==> config.mk <==
export PLATFORM = sky130hd
export DESIGN_NAME = serial_loader
export DESIGN_NICKNAME = d
export VERILOG_FILES = /design/src/rtl/serial_loader_pkg.sv /design/src/rtl/bit_counter.sv /design/src/rtl/serial_loader.sv
export SDC_FILE = /design/constraint.sdc
export NUM_CORES = 1
export LEC_CHECK = 0
export CORE_ASPECT_RATIO = 0.7
export CORE_MARGIN = 2
export CORE_UTILIZATION = 30
export CTS_CLUSTER_SIZE = 28
export DETAILED_ROUTE_END_ITERATION = 12
export GPL_TIMING_DRIVEN = 0
export SLEW_MARGIN = 30
export SYNTH_ARGS = -nofsm -noshare
export SYNTH_HDL_FRONTEND = slang
export SYNTH_SLANG_ARGS = --single-unit
==> constraint.sdc <==
create_clock -name clk -period 1.7 [get_ports clk]
set_input_delay 0.34 -clock clk [delete_from_list [all_inputs] [get_ports clk]]
set_output_delay 0.34 -clock clk [all_outputs]
set_load 0.05 [all_outputs]
==> src/rtl/serial_loader_pkg.sv <==
// Shared state encoding and parity-mode constants for serial_loader.
// Define SERIAL_LOADER_PARITY_EN to append one even-parity bit to every frame.
package serial_loader_pkg;

  typedef enum logic [1:0] {
    StIdle   = 2'd0,
    StShift  = 2'd1,
    StParity = 2'd2,
    StLoad   = 2'd3
  } state_e;

`ifdef SERIAL_LOADER_PARITY_EN
  localparam bit ParityEn = 1'b1;
`else
  localparam bit ParityEn = 1'b0;
`endif

  // XOR over data bits and the parity bit of a well-formed frame.
  localparam logic EvenParity = 1'b0;

endpackage

==> src/rtl/bit_counter.sv <==
// Frame bit counter: synchronous clear, saturating increment at N, flags the (N-1)th bit.
module bit_counter #(
  parameter int unsigned N = 8,
  parameter int unsigned W = $clog2(N + 1)
) (
  input  logic clk_i,
  input  logic rst_ni,
  input  logic clr_i,
  input  logic inc_i,
  output logic last_o
);

  logic [W-1:0] cnt_q, cnt_d;
  logic         tc;

  assign tc     = (cnt_q == W'(N));
  assign last_o = (cnt_q == W'(N - 1));

  always_comb begin
    cnt_d = cnt_q;
    if (clr_i) begin
      cnt_d = '0;
    end else if (inc_i && !tc) begin
      cnt_d = cnt_q + 1'b1;
    end
  end

  // rst_ni is sampled synchronously, like the parent's reset.
  always_ff @(posedge clk_i) begin
    if (!rst_ni) begin
      cnt_q <= '0;
    end else begin
      cnt_q <= cnt_d;
    end
  end

endmodule

==> src/rtl/serial_loader.sv <==
// MSB-first serial-to-parallel loader producing a one-cycle load_en strobe per word.
// Optional even-parity bit per frame when SERIAL_LOADER_PARITY_EN is defined.
module serial_loader
  import serial_loader_pkg::*;
#(
  parameter int unsigned N = 8
) (
  input  logic         clk,
  input  logic         reset,
  input  logic         s_valid,
  input  logic         s_bit,
  output logic         s_ready,
  input  logic         abort,
  output logic [N-1:0] data_out,
  output logic         load_en,
  output logic         busy,
  output logic         par_err
);

  state_e       state_q;
  logic [N-1:0] shift_q, shift_d;
  logic         s_ready_q, load_en_q, busy_q, par_err_q;
  logic         xfer, last, par_ok, cnt_clr, cnt_inc;

  always_comb begin
    xfer    = s_valid && s_ready_q;
    shift_d = N'({shift_q, s_bit});
    par_ok  = (^shift_q ^ s_bit) == EvenParity;
    cnt_inc = xfer && !abort && (state_q == StIdle || state_q == StShift);
    cnt_clr = (abort && state_q != StLoad) || (state_q == StLoad) ||
              (state_q == StParity && xfer);
  end

  bit_counter #(
    .N (N)
  ) u_bit_counter (
    .clk_i  (clk),
    .rst_ni (reset),
    .clr_i  (cnt_clr),
    .inc_i  (cnt_inc),
    .last_o (last)
  );

  always_ff @(posedge clk) begin
    if (!reset) begin
      state_q   <= StIdle;
      shift_q   <= '0;
      s_ready_q <= 1'b1;
      load_en_q <= 1'b0;
      busy_q    <= 1'b0;
      par_err_q <= 1'b0;
    end else begin
      load_en_q <= 1'b0;
      par_err_q <= 1'b0;
      case (state_q)
        StIdle, StShift: begin
          if (abort) begin
            state_q <= StIdle;
            busy_q  <= 1'b0;
          end else if (xfer) begin
            shift_q <= shift_d;
            busy_q  <= 1'b1;
            if (!last) begin
              state_q <= StShift;
            end else if (ParityEn) begin
              state_q <= StParity;
            end else begin
              state_q   <= StLoad;
              load_en_q <= 1'b1;
              s_ready_q <= 1'b0;
            end
          end
        end
        StParity: begin
          if (abort) begin
            state_q <= StIdle;
            busy_q  <= 1'b0;
          end else if (xfer) begin
            if (par_ok) begin
              state_q   <= StLoad;
              load_en_q <= 1'b1;
              s_ready_q <= 1'b0;
            end else begin
              state_q   <= StIdle;
              busy_q    <= 1'b0;
              par_err_q <= 1'b1;
            end
          end
        end
        // Strobe is already committed here, so abort has nothing left to cancel.
        StLoad: begin
          state_q   <= StIdle;
          s_ready_q <= 1'b1;
          busy_q    <= 1'b0;
        end
        default: begin
          state_q   <= StIdle;
          s_ready_q <= 1'b1;
          busy_q    <= 1'b0;
        end
      endcase
    end
  end

  assign s_ready  = s_ready_q;
  assign load_en  = load_en_q;
  assign busy     = busy_q;
  assign par_err  = par_err_q;
  assign data_out = shift_q;

endmodule

* Word-level counts from Yosys, hierarchy flattened
Cells that the tools add are included.
** Word-level totals
- Bits in writable memories :: 0
- Input bits :: 5
- Bits in read-only memories :: 0
- Latch bits :: 0
- Output and inout bits :: 12
- Register bits after elaboration :: 18
- Logic and storage cells :: 76
- Memories :: 0
** Cells by class
- Equal/unequal tests :: 15
- Shifts and indexed selects :: 0
- Order comparisons :: 0
- Reductions and logical operators :: 20
- $mul :: 0
- Bitwise logic cells :: 5
- Divide/modulo/power cells :: 0
- Add/subtract/negate cells :: 1
- Muxes and demuxes :: 28
** Operators by type and width (count)
- 1-bit 2-to-1 mux :: 18
- 2-bit inequality test, second input constant :: 7
- 2-bit 2-to-1 mux :: 6
- 3-bit inequality test, second input constant :: 3
- 8-bit XOR reduction :: 1
- 1-bit logical AND :: 6
- 1-bit case mux with 3 select lines :: 2
- 2-bit case mux with 3 select lines :: 1
- 3-bit AND reduction :: 2
- 6-bit AND reduction :: 1
- 4-bit by 1-bit adder with 4-bit output, second input constant :: 1
- 2-bit equality test, second input constant :: 2
- 4-bit by 3-bit equality test with 1-bit output, second input constant :: 1
- 4-bit equality test, second input constant :: 1
- 1-bit inverter :: 4
- 2-bit OR reduction :: 2
- 4-bit OR reduction :: 1
- 1-bit logical OR :: 3
- 2-bit by 1-bit equality test with 1-bit output, second input constant :: 1
- 1-bit logical NOT :: 2
- 2-bit logical NOT :: 1
- 1-bit case mux with 2 select lines :: 1
- 2-bit AND reduction :: 1
- 1-bit XOR :: 1

* Logic depth before layout (Yosys ltp)
- Depth after elaboration :: 6
- Gate-level depth with buffers :: 6
- Gate-level depth less buffers :: 6

* Modules after synthesis
Synthesis repeated with hierarchy kept, for this count alone.
** Second synthesis, totals
- Cell total of the unflattened synthesis :: 100
- Area, all modules :: 880.8 um^2
** Modules (own cells, without submodules)
- serial_loader :: cells an instance 75, sequential area each 280.3 um^2, instances 1, area each 665.6 um^2
- bit_counter :: cells an instance 25, sequential area each 80.1 um^2, instances 1, area each 215.2 um^2

* Worst setup path after synthesis
Ideal clock, no wire load.
- Path type :: register -> register
- Start :: register shift_q[2], in the netlist data_out[2]
- End :: register busy_q, in the netlist busy
- Period minus slack after synthesis :: 1793 ps
- Data required time :: 1641 ps
- Buffers on the path :: 0
- Stages on the path, launching flop included :: 5
- Arrival :: 1734 ps
- Library setup time :: 59 ps
- Setup slack :: -93 ps
- Cell sequence :: dfxtp_1 > xor2_1 > xnor3_2 > mux2_1 > nand2_1
** On the way
- Cells in the longest elaborated chain, start to end :: 4
** RTL lines
- start: declaration :: RTL line serial_loader.sv:21 : logic [N-1:0] shift_q, shift_d;
- start signal: assignment :: RTL line serial_loader.sv:61 : shift_q <= shift_d;
- 8-bit XOR reduction :: RTL line serial_loader.sv:28 : par_ok = (^shift_q ^ s_bit) == EvenParity;
- 1-bit XOR :: RTL line serial_loader.sv:28
- 3-bit inequality test (no source line)
- 3-bit AND reduction (no source line)
- end signal: assignment :: RTL line serial_loader.sv:50 : busy_q <= 1'b0;
- end signal: assignment :: RTL line serial_loader.sv:59 : busy_q <= 1'b0;
- end signal: assignment :: RTL line serial_loader.sv:62 : busy_q <= 1'b1;
- end: declaration :: RTL line serial_loader.sv:22 : logic s_ready_q, load_en_q, busy_q, par_err_q;
No other way between the ends.
A chain may end at the register's enable or synchronous reset.

* Final worst setup path
- Start :: register s_ready_q, in the netlist s_ready
- End :: output port s_ready
** RTL lines
- start: declaration :: RTL line serial_loader.sv:22
- start signal: assignment :: RTL line serial_loader.sv:48 : s_ready_q <= 1'b1;
- start signal: assignment :: RTL line serial_loader.sv:70 : s_ready_q <= 1'b0;
- start signal: assignment :: RTL line serial_loader.sv:82 : s_ready_q <= 1'b0;
- end: declaration :: RTL line serial_loader.sv:12 : output logic s_ready,
No word-level cell between the ends.

==> run metrics <==
combined flip-flop and latch cell area between 300 and 400 um^2; number of antenna diodes 0; I/O pin count 17; number of slew-limit violations in the final report 0; top-area cell type share of the netlist area 36.8%; pre-CTS WS -315 ps; nature of the critical path endpoint primary output; via-per-instance ratio 5.03; Port-buffer cells 16; sequential cell area fraction in the yosys report 36.8%; leading cell types in the layout, fill and taps excluded nand2_1 (21), dfxtp_1 (14), dlygate4sd2_1 (12); Syn Nets 116; transition at the pin with the smallest max-transition slack 493 ps; WP buf/inv 1; total DRC errors in the routed layout 0; clk_skew 7.29 ps; footprint of the multi-input gates ~610 um^2; number of rows created at floorplan 17; Fmax 0.623 GHz; largest cells by area after synthesis dfxtp_1 (37%), nand2_1 (8.0%), a21boi_1 (6.1%); Avg Inst Size Synth 8.99 um^2; Seq cells post-synth 18; TritonCTS clock tree yes; critical path type reg -> out; Layout fillers 314; outcome complete, no violations; number of failing setup endpoints in the final timing report 0; largest vdd supply drop between 0.3 and 0.4 mV; maximum number of pins on one net before global-route repair 11; crit-path cells dlygate4sd2_1; cell type contributing the most total cell area after synthesis dfxtp_1; antenna violations before repair 0; post-synth cell types 37; kind of start point of the critical path flip-flop; antenna violation net count after detailed routing 0; global-route wire length before repair 3480 um; Post-Syn Area just under 1000 um^2; worst min path class reg -> reg; cell at the root of the clock tree clkbuf_8; fin util 39.7%; P_leak 0.536 nW; die area 3750 um^2; Worst Path Required 1360 ps; Async SR Flop Fraction 0%; setup slack after layout around 96 ps; MaxCap Viol Count 0; DR WL/cell roughly 13 um; highest net fanout along the worst path 7; overall die width 72.3 um; stage delay of the slowest cell on the critical path approximately 570 ps; Clock Latency Late Sink 250 ps; Post-synth EDFFs 0; minimum clock period 1600 ps; post-place instance area 1190 um^2; Warnings, synthesis 0; Clock Sinks 18; most frequent standard cell in the layout excluding fill and tap cells nand2_1; global-route total usage across every layer 12.2%; cell total after placement 163; power density cells 669 nW/um^2; first-iteration detailed-routing DRC count 34; Post-CTS Setup Inserts 0; fin crit share 94.3%; Post-Route WL 2080 um; HPWL after DPL 1510 um; share of final-layout standard cells stronger than drive strength 1 approximately an eighth; Worst Path Arrival 1260 ps; RSZ-0062 raised after global routing no; die height 51.8 um; worst hold slack 479 ps; final cell count without fillers 166; total grt overflow 0; clock slew seen by the registers of the worst setup and hold paths 70 ps; core footprint 3130 um^2; via count of the routed design 835; headroom to the max-slew limit between 60% and 70%; clk buf depth 2; vias in the first global route between 700 and 800; number of clock buffers inserted by TritonCTS 3; final cell area excluding filler cells ~1200 um^2; initial core utilization 31.3%; cell at the slowest stage of the critical path dlygate4sd2_1; final hold violations 0; Area growth syn-to-layout 26.8%; Detailed Routing Iterations Pass 1 4; H-tree depth reported by CTS 1; gate family responsible for the most delay along the worst path buffers and inverters; number of nets in the layout 137; Top FF cell, synth dfxtp_1; post-synthesis cell count 109; weighted congestion at the end of routability-driven global placement 0.885
-- tightest hold or removal path, cell delays in order (launching register included) --
cell and delay [ps]:
dfxtp_2 340, nand2_1 50, a21boi_1 50
-- sequential cells by signal, summed over array words and instances, names as in the netlist --
signal / count
load_en: 1
busy: 1
u_bit_counter.cnt_q: 4
data_out: 8
s_ready: 1
state_q: 2
par_err: 1
-- cell usage after synthesis (2+ instances only) --
master,count
nor3_1,2
ha_1,2
nor2b_1,2
dfxtp_1,18
xor2_1,3
nand4_1,5
inv_1,3
nand2_1,21
nor4_1,2
clkbuf_1,2
nor2_1,9
nand4b_1,2
a21boi_1,8
mux2i_1,4
xnor2_1,4
-- metal layers --
layer / part of all wire (%) / vias to the layer above / GRT usage, %
met4: 0.63 / 0 / 3.77
li1: - / 422 / -
met2: 42 / 21 / 17.9
met5: 0 / - / 0
met1: 52 / 390 / 16.4
met3: 5.1 / 2 / 4.65
-- timing repair --
item,CTS,global route
gates resized for setup,14,5
pin swaps,0,1
endpoints found under the setup margin,14,5
hold buffers,0,0
-- final timing paths --
kind / slack [ps] / depth (start not counted) / from / end
worst max-delay path: 100 / 1 / s_ready / s_ready
worst min-delay path: 480 / 2 / data_out[3] / data_out[3]
worst max register to register: 170 / 4 / data_out[3] / busy
worst min register to register: 480 / 2 / data_out[3] / data_out[3]
-- through the flow --
| stage | setup TNS (ps) | total power, mW |
|---|---|---|
| after floorplan | 0 | 0.509 |
| after global placement | -1920 | 0.540 |
| after detailed placement | -2710 | 0.542 |
| after CTS | 0 | 0.839 |
| after global routing | 0 | 0.868 |
| final | 0 | 0.831 |
-- layout make-up --
class	count	area share [%]
Multi-Input combinational cell	84	48.9
Sequential cell	18	29.4
Timing Repair Buffer	16	11.7
Tap cell	38	3.83
Clock buffer	3	3.32
Buffer	3	1.61
Inverter	4	1.21
-- where the power goes --
part | switching, mW | leakage [nW] | internal [mW]
combinational | 0.0563 | 0.367 | 0.0451
sequential | 0.00640 | 0.148 | 0.427
clock | 0.138 | 0.0216 | 0.157
total | 0.201 | 0.536 | 0.630
-- cell families (layout without fill, tap and decap cells) --
family,after synthesis,in the layout,synth area share (%)
AO/OA/AOI/OAI,18,18,13.9
adder cells (fa/ha/maj),2,2,2.55
buffers and inverters,7,26,2.81
XOR/XNOR,10,10,13.4
multiplexers,5,5,5.24
AND/OR/NAND/NOR,49,49,25.3
flip-flops,18,18,36.8
Note: power is estimated with default switching activity, not from simulation.
